==> src/rtl/rob_pkg.sv <==
`default_nettype none
// +------------------------------------------------------------------+
// | rob_pkg                                                          |
// | Shared types and constants for the reorder buffer commit block.  |
// | Revision: 1.0                                                    |
// +------------------------------------------------------------------+
package rob_pkg;

  localparam int ROB_DEPTH = 8;

  typedef enum logic [0:0] {
    RUN   = 1'b0,
    FLUSH = 1'b1
  } commit_state_t;

  // Per-entry control flags; the wide payload fields live in separate arrays
  // so they can follow the module's WIDTH/REG parameters.
  typedef struct packed {
    logic busy;
    logic done;
    logic reg_write;
    logic branch;
    logic mispredict;
  } rob_entry_t;

endpackage
`default_nettype wire

==> src/rtl/rob_lookup.sv <==
`default_nettype none
// +------------------------------------------------------------------+
// | rob_lookup                                                       |
// | Two-port combinational operand lookup into ROB entry storage.    |
// | Optional same-cycle CDB bypass when ROB_CDB_BYPASS_EN is defined.|
// | Revision: 1.0                                                    |
// +------------------------------------------------------------------+
module rob_lookup
  import rob_pkg::*;
#(
  parameter  int WIDTH = 31,
  parameter  int ROB   = 2,
  localparam int DEPTH = 1 << (ROB + 1)
) (
  input  logic [DEPTH-1:0] ready_i,
  input  logic [WIDTH:0]   value_i [DEPTH],
  input  logic             cdb_valid_i,
  input  logic [ROB:0]     cdb_rob_i,
  input  logic [WIDTH:0]   cdb_result_i,
  input  logic [ROB:0]     rob1_i,
  input  logic [ROB:0]     rob2_i,
  output logic             ready1_o,
  output logic             ready2_o,
  output logic [WIDTH:0]   value1_o,
  output logic [WIDTH:0]   value2_o
);

  logic [ROB:0]   w_tag [2];
  logic           w_rdy [2];
  logic [WIDTH:0] w_val [2];

  assign w_tag[0] = rob1_i;
  assign w_tag[1] = rob2_i;

  for (genvar p = 0; p < 2; p++) begin : g_port
`ifdef ROB_CDB_BYPASS_EN
    logic w_hit;
    assign w_hit    = cdb_valid_i && (cdb_rob_i == w_tag[p]);
    assign w_rdy[p] = w_hit | ready_i[w_tag[p]];
    assign w_val[p] = w_hit ? cdb_result_i : value_i[w_tag[p]];
`else
    assign w_rdy[p] = ready_i[w_tag[p]];
    assign w_val[p] = value_i[w_tag[p]];
`endif
  end

`ifndef ROB_CDB_BYPASS_EN
  logic unused_cdb;
  assign unused_cdb = ^{cdb_valid_i, cdb_rob_i, cdb_result_i};
`endif

  assign ready1_o = w_rdy[0];
  assign ready2_o = w_rdy[1];
  assign value1_o = w_val[0];
  assign value2_o = w_val[1];

endmodule
`default_nettype wire

==> src/rtl/rob_commit.sv <==
`default_nettype none
// +------------------------------------------------------------------+
// | rob_commit                                                       |
// | Reorder buffer: allocation, CDB capture, in-order retirement and |
// | mispredict flush. Build option: ROB_CDB_BYPASS_EN (lookup bypass)|
// | Revision: 1.0                                                    |
// +------------------------------------------------------------------+
module rob_commit
  import rob_pkg::*;
#(
  parameter int WIDTH = 31,
  parameter int REG   = 4,
  parameter int ROB   = $clog2(ROB_DEPTH) - 1
) (
  input  logic             clk,
  input  logic             reset,
  input  logic             allocReq,
  input  logic             allocRegWrite,
  input  logic             allocBranch,
  input  logic [REG:0]     allocDestReg,
  input  logic [WIDTH:0]   allocStatusSnap,
  output logic [ROB:0]     allocROB,
  output logic             fullRob,
  input  logic             cdbValid,
  input  logic [ROB:0]     cdbROB,
  input  logic [WIDTH:0]   cdbResult,
  input  logic [WIDTH:0]   cdbTarget,
  input  logic             cdbMispredict,
  input  logic [ROB:0]     rob1,
  input  logic [ROB:0]     rob2,
  output logic             ready1,
  output logic             ready2,
  output logic [WIDTH:0]   value1,
  output logic [WIDTH:0]   value2,
  output logic             validCommit,
  output logic [WIDTH+5:0] commitInfo,
  output logic [ROB:0]     commitROB,
  output logic [WIDTH:0]   result,
  output logic [WIDTH:0]   regStatusC,
  output logic [1:0]       controlFlow,
  output logic [WIDTH:0]   redirectPC
);

  localparam int DEPTH = 1 << (ROB + 1);

  commit_state_t  state_q, state_d;
  rob_entry_t     ent_q    [DEPTH];
  rob_entry_t     ent_d    [DEPTH];
  logic [REG:0]   dest_q   [DEPTH];
  logic [REG:0]   dest_d   [DEPTH];
  logic [WIDTH:0] value_q  [DEPTH];
  logic [WIDTH:0] value_d  [DEPTH];
  logic [WIDTH:0] target_q [DEPTH];
  logic [WIDTH:0] target_d [DEPTH];
  logic [WIDTH:0] snap_q   [DEPTH];
  logic [WIDTH:0] snap_d   [DEPTH];

  logic [ROB:0]   head_q, head_d;
  logic [ROB:0]   tail_q, tail_d;
  logic [ROB+1:0] count_q, count_d;

  logic             valid_commit_q, valid_commit_d;
  logic [WIDTH+5:0] commit_info_q, commit_info_d;
  logic [ROB:0]     commit_rob_q, commit_rob_d;
  logic [WIDTH:0]   result_q, result_d;
  logic [WIDTH:0]   reg_status_q, reg_status_d;
  logic [WIDTH:0]   redirect_q, redirect_d;
  logic [1:0]       ctrl_flow_q, ctrl_flow_d;

  logic             w_full;
  logic             do_alloc;
  logic             do_commit;
  logic [DEPTH-1:0] w_ready;

  // count never exceeds DEPTH, so its MSB alone marks a full buffer
  assign w_full = count_q[ROB+1];

  always_comb begin
    w_ready = '0;
    for (int i = 0; i < DEPTH; i++) begin
      w_ready[i] = ent_q[i].busy & ent_q[i].done;
    end
  end

  always_comb begin
    state_d        = state_q;
    ent_d          = ent_q;
    dest_d         = dest_q;
    value_d        = value_q;
    target_d       = target_q;
    snap_d         = snap_q;
    head_d         = head_q;
    tail_d         = tail_q;
    count_d        = count_q;
    valid_commit_d = 1'b0;
    commit_info_d  = '0;
    commit_rob_d   = '0;
    result_d       = '0;
    reg_status_d   = reg_status_q;
    redirect_d     = redirect_q;
    ctrl_flow_d    = 2'b00;
    do_alloc       = 1'b0;
    do_commit      = 1'b0;

    case (state_q)
      FLUSH: begin
        for (int i = 0; i < DEPTH; i++) begin
          ent_d[i].busy = 1'b0;
        end
        head_d      = '0;
        tail_d      = '0;
        count_d     = '0;
        ctrl_flow_d = 2'b11;
        state_d     = RUN;
      end
      default: begin
        do_alloc  = allocReq && !w_full;
        // done comes from storage, so a same-cycle CDB write cannot retire yet
        do_commit = ent_q[head_q].busy && ent_q[head_q].done;

        if (cdbValid && ent_q[cdbROB].busy) begin
          ent_d[cdbROB].done       = 1'b1;
          ent_d[cdbROB].mispredict = cdbMispredict;
          value_d[cdbROB]          = cdbResult;
          target_d[cdbROB]         = cdbTarget;
        end

        if (do_commit) begin
          ent_d[head_q].busy          = 1'b0;
          head_d                      = head_q + 1'b1;
          valid_commit_d              = 1'b1;
          commit_info_d[REG:0]        = dest_q[head_q];
          commit_info_d[WIDTH+4]      = ent_q[head_q].reg_write;
          commit_rob_d                = head_q;
          result_d                    = value_q[head_q];
          if (ent_q[head_q].branch && ent_q[head_q].mispredict) begin
            state_d      = FLUSH;
            redirect_d   = target_q[head_q];
            reg_status_d = snap_q[head_q];
          end
        end

        if (do_alloc) begin
          ent_d[tail_q] = '{busy: 1'b1, done: 1'b0, reg_write: allocRegWrite,
                            branch: allocBranch, mispredict: 1'b0};
          dest_d[tail_q] = allocDestReg;
          snap_d[tail_q] = allocStatusSnap;
          tail_d         = tail_q + 1'b1;
        end

        case ({do_alloc, do_commit})
          2'b10:   count_d = count_q + 1'b1;
          2'b01:   count_d = count_q - 1'b1;
          default: count_d = count_q;
        endcase
      end
    endcase
  end

  always_ff @(posedge clk) begin
    if (reset) begin
      state_q        <= RUN;
      head_q         <= '0;
      tail_q         <= '0;
      count_q        <= '0;
      valid_commit_q <= 1'b0;
      commit_info_q  <= '0;
      commit_rob_q   <= '0;
      result_q       <= '0;
      reg_status_q   <= '0;
      redirect_q     <= '0;
      ctrl_flow_q    <= 2'b00;
      for (int i = 0; i < DEPTH; i++) begin
        ent_q[i] <= '0;
      end
    end else begin
      state_q        <= state_d;
      ent_q          <= ent_d;
      head_q         <= head_d;
      tail_q         <= tail_d;
      count_q        <= count_d;
      valid_commit_q <= valid_commit_d;
      commit_info_q  <= commit_info_d;
      commit_rob_q   <= commit_rob_d;
      result_q       <= result_d;
      reg_status_q   <= reg_status_d;
      redirect_q     <= redirect_d;
      ctrl_flow_q    <= ctrl_flow_d;
    end
  end

  // Payload is qualified by the busy/done flags and needs no reset
  always_ff @(posedge clk) begin
    dest_q   <= dest_d;
    value_q  <= value_d;
    target_q <= target_d;
    snap_q   <= snap_d;
  end

  rob_lookup #(
    .WIDTH (WIDTH),
    .ROB   (ROB)
  ) u_lookup (
    .ready_i      (w_ready),
    .value_i      (value_q),
    .cdb_valid_i  (cdbValid),
    .cdb_rob_i    (cdbROB),
    .cdb_result_i (cdbResult),
    .rob1_i       (rob1),
    .rob2_i       (rob2),
    .ready1_o     (ready1),
    .ready2_o     (ready2),
    .value1_o     (value1),
    .value2_o     (value2)
  );

  assign allocROB    = tail_q;
  assign fullRob     = w_full;
  assign validCommit = valid_commit_q;
  assign commitInfo  = commit_info_q;
  assign commitROB   = commit_rob_q;
  assign result      = result_q;
  assign regStatusC  = reg_status_q;
  assign controlFlow = ctrl_flow_q;
  assign redirectPC  = redirect_q;

endmodule
`default_nettype wire

==> config.mk <==
export PLATFORM = sky130hd
export DESIGN_NAME = rob_commit
export DESIGN_NICKNAME = d
export VERILOG_FILES = /design/src/rtl/rob_pkg.sv /design/src/rtl/rob_lookup.sv /design/src/rtl/rob_commit.sv
export SDC_FILE = /design/constraint.sdc
export NUM_CORES = 1
export LEC_CHECK = 0
export CORE_MARGIN = 3
export CORE_UTILIZATION = 53
export CTS_BUF_LIST = sky130_fd_sc_hd__clkbuf_16
export DETAILED_ROUTE_END_ITERATION = 16
export PLACE_DENSITY_LB_ADDON = 0.05
export SYNTH_ARGS = -nofsm -noshare
export SYNTH_HDL_FRONTEND = slang
export SYNTH_HIERARCHICAL = 1
export SYNTH_SLANG_ARGS = --single-unit
export TNS_END_PERCENT = 5
==> constraint.sdc <==
create_clock -name clk -period 13.6 [get_ports clk]
set_input_delay 3.4 -clock clk [delete_from_list [all_inputs] [get_ports clk]]
set_output_delay 3.4 -clock clk [all_outputs]
set_load 0.05 [all_outputs]
Yosys cells after proc, flatten, opt, wreduce, memory -nomap -nowiden
Cells that the tools add are included.

Bits in registers: 998. Bits of input ports: 117. Logic and storage cells: 186.

$add $sub $neg: 4. Magnitude comparators: 10. Equal/unequal tests: 2. Mux-type cells: 57. Bitwise logic cells: 15. Reductions and logical operators: 14.

Operator list (number): bitwise mux 256 bit (3); binary-select mux 32 bit (select 3 bit) (5); 2-to-1 mux 32 bit (12); bitwise mux 40 bit (5); 2-to-1 mux 40 bit (5); demux 32 bit (select 3 bit) (2); demux 5 bit (select 3 bit) (4); binary-select mux 5 bit (select 3 bit) (3); 2-to-1 mux 5 bit (8); greater-or-equal comparator 4 bit, second input constant (5); NOT 3 -> 4 bit (5); < comparator 4 x 1 -> 1 bit, second input constant (3); bitwise AND 1 bit (8); < comparator 3 x 4 -> 1 bit, second input constant (2); one-hot mux 4 bit (2 select lines) (1); logical AND 1 bit (7); adder 3 x 1 -> 3 bit, second input constant (2); binary-select mux 1 bit (select 3 bit) (2); 2-to-1 mux 1 bit (5); adder 4 x 1 -> 4 bit, second input constant (1); 2-to-1 mux 4 bit (1); AND reduction 2 bit (2); subtractor 4 x 1 -> 4 bit, second input constant (1); AND reduction 3 bit (1); 8 further kinds (9).

Depth between registers and ports, before layout
Gate-level depths: netlist (run 1).

Depth in word-level cells: 14. Mapped depth: 13. Gate-level depth less buffers: 11.

Hierarchy
The synthesis (run 1) kept the hierarchy.

Modules (own cells, without submodules): rob_commit (times used 1, cells each 1862, area each 36443.7 µm², sequential area each 27426.3 µm²); rob_lookup (times used 1, cells each 234, area each 3988.8 µm², sequential area each 0.0 µm²).

Worst setup path before layout (run 1)
No wires, ideal clock.

Path type: input to register. Start: in cdbROB[1]. End: reg target_q[32] in the netlist's numbering, enable pin. Arrival: 8600 ps. Data required time: 13031 ps. Slack: 4430 ps. Cell stages on the path: 4. Buffers on the path: 0. Cell sequence: or2_2 -> o22ai_1 -> o211ai_1 -> nor3_1.

Cells in the longest elaborated chain, start to end: 6.

Ends and longest elaborated chain: start, declared (RTL line rob_commit.sv:25) `input logic [ROB:0] cdbROB,`; NOT 3 -> 4 bit (not written as such) (RTL line rob_commit.sv:121) `if (cdbValid && ent_q[cdbROB].busy) begin`; binary-select mux 5 bit (select 3 bit) (RTL line rob_commit.sv:121); 2-to-1 mux 5 bit (not written as such) (2 in series) (RTL line rob_commit.sv:121); logical AND 1 bit (RTL line rob_commit.sv:121); AND reduction 2 bit (no line); end signal, assigned (RTL line rob_commit.sv:196) `target_q <= target_d;`; end, declared (RTL line rob_commit.sv:53) `logic [WIDTH:0] target_q [DEPTH];`.

No other way between the ends. The select of a mux whose other input is x is not followed. A chain may end at the register's enable or synchronous reset.

Final worst setup path (run 1)
Start: in rob2[0]. End: out value2[1].

Cells in the longest elaborated chain, start to end: 4.

Ends and longest elaborated chain: start, declared (RTL line rob_commit.sv:30) `input logic [ROB:0] rob2,`; NOT 3 -> 4 bit (not written as such) (RTL line rob_lookup.sv:43) `assign w_val[p] = value_i[w_tag[p]];`; binary-select mux 32 bit (select 3 bit) (RTL line rob_lookup.sv:43); 2-to-1 mux 32 bit (not written as such) (2 in series) (RTL line rob_lookup.sv:43); end, declared (RTL line rob_commit.sv:34) `output logic [WIDTH:0] value2,`.

No other way between the ends. The select of a mux whose other input is x is not followed.

==> results of run 1 <==
==> cell families after synthesis <==
family	Yosys count
buf+inv	195
fa+ha+maj	5
simple gates	187
compound gates	250
mux	488
xor+xnor	4
other cells	1
flops	966
==> worst max-delay path: stages <==
cell,delay (ns)
buf_4,0.52
buf_4,0.71
mux4_2,0.59
mux2_2,0.29
clkdlybuf4s50_1,0.75
==> routing by layer <==
layer  up-vias  routed length (um)
met2       765               50000
met3       184                6470
met5         -                  87
met4        14                2640
li1       9200                   -
met1     11400               39500
==> cell usage after synthesis, drive strengths merged, types with 15 or more instances <==
cell    instances  area share
clkbuf         68      0.0063
a21oi         130       0.018
a211oi         69       0.015
inv            15      0.0015
mux4          340        0.19
edfxtp        808        0.60
mux2           69       0.019
nor2           38      0.0035
nand2         113       0.011
dfxtp         158       0.078
mux2i          79       0.020
buf           110       0.019
==> power groups by stage <==
stage          logic, uW  registers, uW  clock network [uW]
2_1_floorplan        202           3300                   0
3_3_place_gp         320           3300                   0
3_5_place_dp         325           3300                   0
6_report             323           3240                2700
4_1_cts              326           3240                2750
5_1_grt              342           3240                2870
==> area by class of cell <==
class,instances,area share
Multi-Input combinational cell,965,0.256
Clock buffer,99,0.0523
Timing Repair Buffer,334,0.0679
Antenna cell,11,0.000581
Clock inverter,88,0.0170
Tap cell,969,0.0256
Sequential cell,966,0.579
Inverter,17,0.00169
==> flip-flops by register name (all words and copies together) (netlist names), 6 cells and up <==
register,count
commitInfo,6
snap_q,256
redirectPC,32
value_q,256
dest_q,40
ent_q,40
target_q,256
result,32
regStatusC,32
==> stage by stage <==
stage | instance area, um2 | setup WS, ns | hold slack (ns) | instances | total power [uW]
floorplan | 40500 | 4.43 | 0.441 | 2126 | 3500
global route | 47400 | 3.69 | 0.495 | 3443 | 6450
global placement | 44100 | 3.81 | 0.457 | 3251 | 3620
finish | 47400 | 3.88 | 0.472 | 3449 | 6260
CTS | 47300 | 3.79 | 0.474 | 3438 | 6310
detailed placement | 44100 | 3.79 | 0.460 | 3251 | 3630
==> final timing paths <==
check	from	endpoint	slack, ns	depth (start not counted)
worst max-delay path	rob2[0]	value2[1]	3.88	5
worst min-delay path	ent_q[18]	ent_q[18]	0.47	1
worst max register to register	head_q[1]	redirectPC[26]	9.57	7
worst min register to register	ent_q[18]	ent_q[18]	0.47	1
==> out/metrics.cfg, run 1 <==
[logic_synthesis]
synth_enable_flop_cells=808
netlist_instances=2096
synth_area_per_cell_um2=19.3
synth_adder_area_share=0.00155
ys_async_sr_fraction=0
ys_seq_area_frac=0.678
synth_top_family_by_area=multiplexers
syn_area_um2=40400
synthMuxAreaShare=0.229
synth-compound-area-share=0.0424
synth_ff_type=edfxtp_1
ys_seq_elements=966
synth_warnings=6
synth_simple_gate_area_share=0.0201
ys_types=55
synth-xor-area-share=0.000866

[sta]
maxClockFrequency_mhz=103
slew_headroom=0.193
skew_ns=0.0417
finalSetupViolCount=0
fin_crit_sh=0.715
hold_violations=0
rsz0062_at_grt=no
worst_pin_slew_ns=1.21
setup_tns_ns=0
slew_viol_final=0
period_minus_slack_ns=9.72

[grt]
use_met1=0.334
grt_util_all_layers=0.248
grt_max_degree=71
gr-total-overflow=0
antenna_found_initial=15
grt_pass1_vias=22500
grt_pass1_wl_um=146000
busiest_layer=met2
globalRouteMet2Util=0.417
globalRouteMet3Util=0.0458

[layout]
layout-drive-gt1-share=0.264
layout_common_cells=edfxtp_1 (808), mux4_2 (329), clkdlybuf4s50_1 (287), dfxtp_1 (155), nand2_1 (112)
multiInputGateArea_um2=12100
areaGrowthSynthToFinish_pct=17.1
final_common_cell=edfxtp_1
regArea_um2=27400
final_util=0.632
n_fill_cell=5270
num-nets-final=2505

[route]
ant_nets=0
drc_errors=0
first_iter_violations=1766
routedWlPerCell_um=28.6
drt_first_pass_iters=5
vias=21600
wl_um=98600
avgViaCountPerCell=6.26

[die]
num_io_pins=326
num_rows=100
core_area_um2=74900
die_x_um=282
die_area_um2=79600
start_util=0.539
die_height_um=282

[clocking]
clock-root-buffer=clkbuf_16
cts_buffers=99
htreeDepth=3
cts_tree=yes
post_cts_resized=0
clkTransAtPathRegs_ns=0.06
hold_buffers=0
post_cts.repair.setup_buffers=0
clock-sinks=966
clk_latency_ns=0.66
clockBufferDepth=3

[power_and_ir_drop]
switchingPower_uw=1340
sequentialPowerShare=0.517
switching_share=0.215
intPower_uw=4920
power.leakage_uw=0.0153
p_comb_frac=0.052
clockPowerShare=0.431
powerDensity_nw_per_um2=132
irDropWorstVdd_uv=103

[critical_path]
crit_type=in -> out
critical_path.endpoint_type=output port
start_kind=input pin
cp.required_ns=10.20
crit_arrival_ns=6.32
worstPathMaxFanout=36

[placed_design]
place.gp.congestion=0.801
port_buffers=294
dp.final_hpwl_um=54500

[status]
outcome=complete, no violations

[min_path]
hold_path_class=reg -> reg

[run]
maxCapViolations=0

(Power assumes the default switching activity.)
==> inputs of run 2 (changes only) <==
==> constraint.sdc (replaced) <==
create_clock -name clk -period 8.4 [get_ports clk]
set_input_delay 2.1 -clock clk [delete_from_list [all_inputs] [get_ports clk]]
set_output_delay 2.1 -clock clk [all_outputs]
set_load 0.05 [all_outputs]
==> out/metrics.cfg, run 2 (same netlist as run 1, synthesis figures left out) <==
[clocking]
cts_tree=yes
clock-root-buffer=clkbuf_16
clk_latency_ns=0.66
clkTransAtPathRegs_ns=0.06
hold_buffers=0
htreeDepth=3
cts_buffers=99
clock-sinks=966
post_cts.repair.setup_buffers=0
post_cts_resized=0
clockBufferDepth=3

[layout]
final_common_cell=edfxtp_1
final_util=0.630
layout-drive-gt1-share=0.261
num-nets-final=2505
top_regs=snap_q: 256 flops, target_q: 256 flops, value_q: 256 flops
regArea_um2=27400
multiInputGateArea_um2=12100
areaGrowthSynthToFinish_pct=16.8
n_fill_cell=5270
layout_common_cells=edfxtp_1 (808), mux4_2 (329), clkdlybuf4s50_1 (287), dfxtp_1 (155), nand2_1 (112)

[route]
first_iter_violations=1576
wl_um=97200
drc_errors=0
avgViaCountPerCell=6.21
vias=21400
routedWlPerCell_um=28.2
ant_nets=0
drt_first_pass_iters=5

[power_and_ir_drop]
power.leakage_uw=0.0153
finalPower_uw=9850
irDropWorstVdd_uv=177
powerDensity_nw_per_um2=209

[sta]
slew_viol_final=0
period_minus_slack_ns=6.72
finalSetupViolCount=0
worst_pin_slew_ns=1.13
rsz0062_at_grt=no
setup_tns_ns=0
maxClockFrequency_mhz=149
fin_crit_sh=0.800
slew_headroom=0.246
hold_ws_ns=0.472
hold_violations=0
skew_ns=0.0167
setup_ws_ns=1.68

[run]
maxCapViolations=0

[die]
die_area_um2=79600
die_height_um=282
num_rows=100
die_x_um=282
num_io_pins=326
core_area_um2=74900
start_util=0.539

[critical_path]
start_kind=input pin
critical_path.endpoint_type=output port
worstPathMaxFanout=38
crit_type=in -> out
r2r_cells=7
cp_slowest_stage_delay_ns=0.76
worstPathCellList=buf_4 -> buf_12 -> mux4_1 -> mux2_2 -> clkdlybuf4s50_1
path_delay_family=buffers and inverters
r2r_slack_ns=4.03
r2r-start=head_q[2]
r2r-end=redirectPC[26]
crit_start=rob1[0]
slowest_stage=clkdlybuf4s50_1
crit_buf_inv=3
crit_arrival_ns=4.62
cp.required_ns=6.30

[grt]
grt_pass1_vias=22500
grt_util_all_layers=0.246
grt_max_degree=105
gr-total-overflow=0
antenna_found_initial=16
grt_pass1_wl_um=145000

[placed_design]
place.gp.congestion=0.796
dp.final_hpwl_um=54600
port_buffers=294
pre_cts_slack_ns=1.62

[min_path]
hold-path-cell-count=1
worstHoldStart=ent_q[18]
hold_path_end=ent_q[18]
hold_path_class=reg -> reg

[status]
outcome=complete, no violations

[run 2: cell types whose count changed in the layout (fill, tap and decap cells not counted), moves of 2 or more]
cell / delta
bufinv_16: -9
inv_1: +8
buf_12: +6
buf_4: -6
clkbuf_16: +3
clkinv_4: -2
diode_2: +2
[run 2: power by group]
group          internal, uW  switching, uW
combinational           203            322
sequential             5230           13.5
clock                  2290           1790
[run 2: final cells by class]
class	instances	area share
Clock buffer	102	0.0540
Antenna cell	13	0.000689
Multi-Input combinational cell	965	0.256
Inverter	17	0.00170
Sequential cell	966	0.581
Timing Repair Buffer	334	0.0697
Tap cell	969	0.0257
Clock inverter	85	0.0108
[run 2: worst max-delay path by stage]
stage	to	slack [ns]	cells past startpoint
2_1_floorplan	target_q[32]	0.53	4
3_3_place_gp	value1[0]	1.63	5
3_5_place_dp	value1[0]	1.62	5
4_1_cts	value1[0]	1.62	5
5_1_grt	value1[0]	1.55	5
6_report	value1[0]	1.68	5
[run 2: through the flow]
stage               cell area (um2)  cells
floorplan                     40500   2126
global route                  47200   3443
CTS                           47200   3438
detailed placement            44100   3251
finish                        47200   3451
global placement              44100   3251
[run 2: metal layers]
layer,GRT usage,vias to the layer above,share of wire
met1,0.334,11300,0.40
met3,0.0466,139,0.065
met2,0.414,732,0.51
met5,0,-,0.00062
li1,-,9192,-
met4,0.0658,8,0.021
==> edit 1 (config.mk and constraints of run 2) <==
The option `ROB_CDB_BYPASS_EN` is turned on by a define.
--- a/src/rtl/rob_lookup.sv
+++ b/src/rtl/rob_lookup.sv
@@ -6,4 +6,6 @@
 // | Revision: 1.0                                                    |
 // +------------------------------------------------------------------+
+`define ROB_CDB_BYPASS_EN
+
 module rob_lookup
   import rob_pkg::*;
Behaviour: not the same (Yosys sat finds a counterexample within 4 cycles, from zero or initial values and one cycle with reset high).
==> edit 1 against run 2 <==
- clock power grew 4.9%
- critical endpoint is now value1[24]
- sequential cell count is the same
- first-iteration DRC count grew 18%
- worst setup slack lost 0.35 ns
- routed wire length grew 2.9%
- design area grew 2.5%
- synthesized area grew 2.6%
- power grew 3.2%
==> edit 1: results <==
metrics = {
    "detailed_routing": {
        "via_count": 22200,
        "first_iter_violations": 1866,
        "firstDrtPassIters": 7,
        "wirelength_mm": 100,
        "wl_met1_mm": 39.7,
    },
    "timing": {
        "skew_ns": 0.0340,
    },
    "layout": {
        "fillers": 5389,
        "drive_gt1_share_pct": 28.8,
        "nets": 2592,
    },
    "placed_design": {
        "placed_area_mm2": 0.0452,
        "gp_congestion": 0.817,
        "dpl.hpwl_mm": 56.9,
    },
    "worst_setup_path": {
        "arrival_ns": 4.97,
        "reg2reg_depth": 8,
        "r2r_slack_ns": 3.39,
        "crit_fanout": 33,
    },
    "global_route": {
        "grt_first_pass_wirelength_mm": 151,
        "antenna_found_initial": 13,
        "grt_pass1_vias": 23600,
    },
    "min_path": {
        "hp-start": "ent_q[28]$_SDFFE_PP0N_",
    },
    "synth": {
        "synth.distinct_cells": 57,
        "yosys-top-cells-count": "808 x edfxtp_1, 340 x mux4_2, 158 x dfxtp_1",
        "seq_area_frac_synth_pct": 66.1,
    },
    "power_and_ir_drop": {
        "ir_worst_vdd_mv": 0.194,
        "power_leakage_nw": 15.9,
    },
    "status": {
        "status": "finished, final reports clean",
    },
}
[edit 1: cell count changes in the layout (fill, tap and decap cells not counted), moves of 6 or more]
cell / before / now
mux2_2: 68 / 78
clkinv_1: 29 / 21
buf_4: 37 / 53
diode_2: 13 / 5
bufinv_16: 3 / 9
mux4_1: 11 / 0
mux4_2: 329 / 340
mux2_4: 1 / 53
xnor2_1: 0 / 6
[edit 1: power breakdown]
| part | total, W | switching (W) | internal [W] |
|---|---|---|---|
| logic | 0.000635 | 0.000376 | 0.000259 |
| registers | 0.00524 | 0.0000138 | 0.00523 |
| clock network | 0.00429 | 0.00183 | 0.00246 |
| total | 0.0102 | 0.00222 | 0.00795 |
[edit 1: how the worst max path moves through the flow]
stage	from	endpoint	slack [ns]
2_1_floorplan	cdbROB[1]	target_q[32]$_DFFE_PP_	0.53
3_3_place_gp	cdbROB[0]	value1[24]	1.34
3_5_place_dp	cdbROB[0]	value1[24]	1.33
4_1_cts	cdbROB[0]	value1[24]	1.33
5_1_grt	cdbROB[0]	value1[24]	1.22
6_report	cdbROB[0]	value1[24]	1.33
[edit 1: per-layer routing]
metal	vias up	track usage, %
met3	168	5.38
met2	854	42.0
li1	9490	-
met5	-	0
met1	11700	32.4
met4	14	6.68
[edit 1: logic make-up (layout without fill, tap and decap cells)]
family                     Yosys count  in the layout  share of synthesized area, %
muxes                              552            552                          24.5
other                                1             36                       0.00904
adders and majority gates            5              5                         0.151
AOI/OAI and AO/OA                  250            250                          4.13
and+or+nand+nor                    191            191                          2.01
xor gates and xnor gates            10             10                         0.211
DFF                                966            966                          66.1
buffers and inverters              203            550                          2.91
[edit 1: final cells by class]
type	instances	share of cell area (%)
sequential	966	56.7
multi-input combinational	1039	27.0
timing repair buffer	347	6.92
clock buffer	101	5.22
tap	1030	2.66
clock inverter	85	1.40
inverter	17	0.158
antenna	5	0.0258
[edit 1: worst reg2reg max path, delay by kind of cell (launching register included)]
family,cells,cell delay (ns)
multiplexers,1,0.34
AND/OR/NAND/NOR,1,0.89
buffers and inverters,3,1.94
flip-flops,1,1.03
AO/OA/AOI/OAI,3,0.65
[edit 1: through the flow]
step | power, W | util (%) | hold slack [ns] | std cells
after floorplan | 0.00576 | - | 0.441 | 2208
after global placement | 0.00597 | 58.9 | 0.461 | 3399
after detailed placement | 0.00598 | 58.9 | 0.459 | 3399
after CTS | 0.0103 | 63.1 | 0.474 | 3585
after global routing | 0.0105 | 63.1 | 0.498 | 3588
final | 0.0102 | 63.1 | 0.476 | 3590
==> edit 2 (config.mk and constraints of run 2) <==
Made on the original files. Take the reset off `result_q` and load it in a clocked block of its own.
--- a/src/rtl/rob_commit.sv
+++ b/src/rtl/rob_commit.sv
@@ -167,5 +167,4 @@
       commit_info_q  <= '0;
       commit_rob_q   <= '0;
-      result_q       <= '0;
       reg_status_q   <= '0;
       redirect_q     <= '0;
@@ -183,9 +182,12 @@
       commit_info_q  <= commit_info_d;
       commit_rob_q   <= commit_rob_d;
-      result_q       <= result_d;
       reg_status_q   <= reg_status_d;
       redirect_q     <= redirect_d;
       ctrl_flow_q    <= ctrl_flow_d;
     end
+  end
+
+  always_ff @(posedge clk) begin
+    result_q <= result_d;
   end
 
Check against the original RTL: differs if reset is asserted again (counterexample within 4 cycles, from zero or initial values and one cycle with reset high); with reset held inactive, the same outputs for 4 cycles.
==> edit 2 against run 2 <==
- sequential power about the same
- non-clock buffer count rose by 5
- critical path depth stayed put
- worst setup slack worse by 0.079 ns
- design area up 0.78%
- die area increased by 0.56%
- power up 1.3%
- sequential cell count did not move
- synthesized area rose by 0.57%
- routed wire length up 0.93%
- critical endpoint is now value2[0]
- largest cell class unchanged
==> edit 2: results <==
metrics = {
    "detailed_routing": {
        "via_count": 21600,
        "first_iter_violations": 1849,
        "via_per_inst": 6.22,
        "wirelength_mm": 98.1,
        "firstDrtPassIters": 7,
    },
    "global_route": {
        "grt_first_pass_wirelength_mm": 147,
        "antenna_found_initial": 15,
        "grt_max_degree": 74,
    },
    "layout": {
        "multi_input_area_mm2": 0.0123,
        "nets": 2476,
    },
    "timing": {
        "skew_ns": 0.0121,
        "slew_headroom_pct": 20.2,
    },
    "power_and_ir_drop": {
        "power_leakage_nw": 14.7,
        "internal_power_w": 0.00780,
        "ir_worst_vdd_mv": 0.166,
    },
    "synth": {
        "synth.distinct_cells": 58,
        "seq_area_frac_synth_pct": 67.4,
        "avgSynthCellArea_um2": 19.7,
        "synth_area_leaders": "edfxtp_1 60%, mux4_2 18%, dfxtp_1 7.8%",
    },
    "status": {
        "status": "finished, final reports clean",
    },
    "placed_design": {
        "placed_area_mm2": 0.0445,
        "dpl.hpwl_mm": 55.5,
        "post-place-ws_ns": 1.58,
        "dp.cells": 3273,
    },
    "worst_setup_path": {
        "arrival_ns": 4.70,
    },
}
[edit 2: metal layers]
metal | routed length (um) | vias to the layer above | GRT usage (%)
met1 | 39800 | 11400 | 33.1
li1 | - | 9138 | -
met3 | 6340 | 179 | 4.89
met5 | 101 | - | 0
met4 | 2720 | 14 | 7.78
met2 | 49100 | 793 | 40.3
[edit 2: final cells by class]
| class | instances | area share [%] |
|---|---|---|
| flip-flops and latches | 966 | 57.6 |
| multi-input cells | 927 | 25.9 |
| repair buffers | 339 | 6.97 |
| clock buffers | 100 | 5.26 |
| well taps | 1020 | 2.68 |
| clock inverters | 86 | 1.30 |
| inverters | 21 | 0.176 |
| diodes | 8 | 0.0421 |
[edit 2: cells by family after synthesis]
kind of cell,synth area share (%)
fa+ha+maj,0.154
mux,23.9
buf+inv,2.74
flops,67.4
compound gates,3.56
xor+xnor,0.129
simple gates,2.02
other cells,0.00922
[edit 2: path summary, 6_finish.rpt]
check / from / to / slack (ns) / cells past startpoint
worst max-delay path: rob2[0] / value2[0] / 1.60 / 5
worst min-delay path: ent_q[21]$_SDFFE_PP0P_ / ent_q[21]$_SDFFE_PP0P_ / 0.49 / 2
worst max register to register: head_q[0]$_SDFFE_PP0N_ / regStatusC[16]$_SDFFE_PP0P_ / 4.48 / 7
worst min register to register: ent_q[21]$_SDFFE_PP0P_ / ent_q[21]$_SDFFE_PP0P_ / 0.49 / 2
[edit 2: power groups by stage]
stage / sequential [W] / combinational [W] / clock (W)
finish: 0.00526 / 0.000547 / 0.00418
global route: 0.00526 / 0.000578 / 0.00447
CTS: 0.00525 / 0.000551 / 0.00426
detailed placement: 0.00536 / 0.000549 / 0
global placement: 0.00535 / 0.000540 / 0
floorplan: 0.00536 / 0.000341 / 0
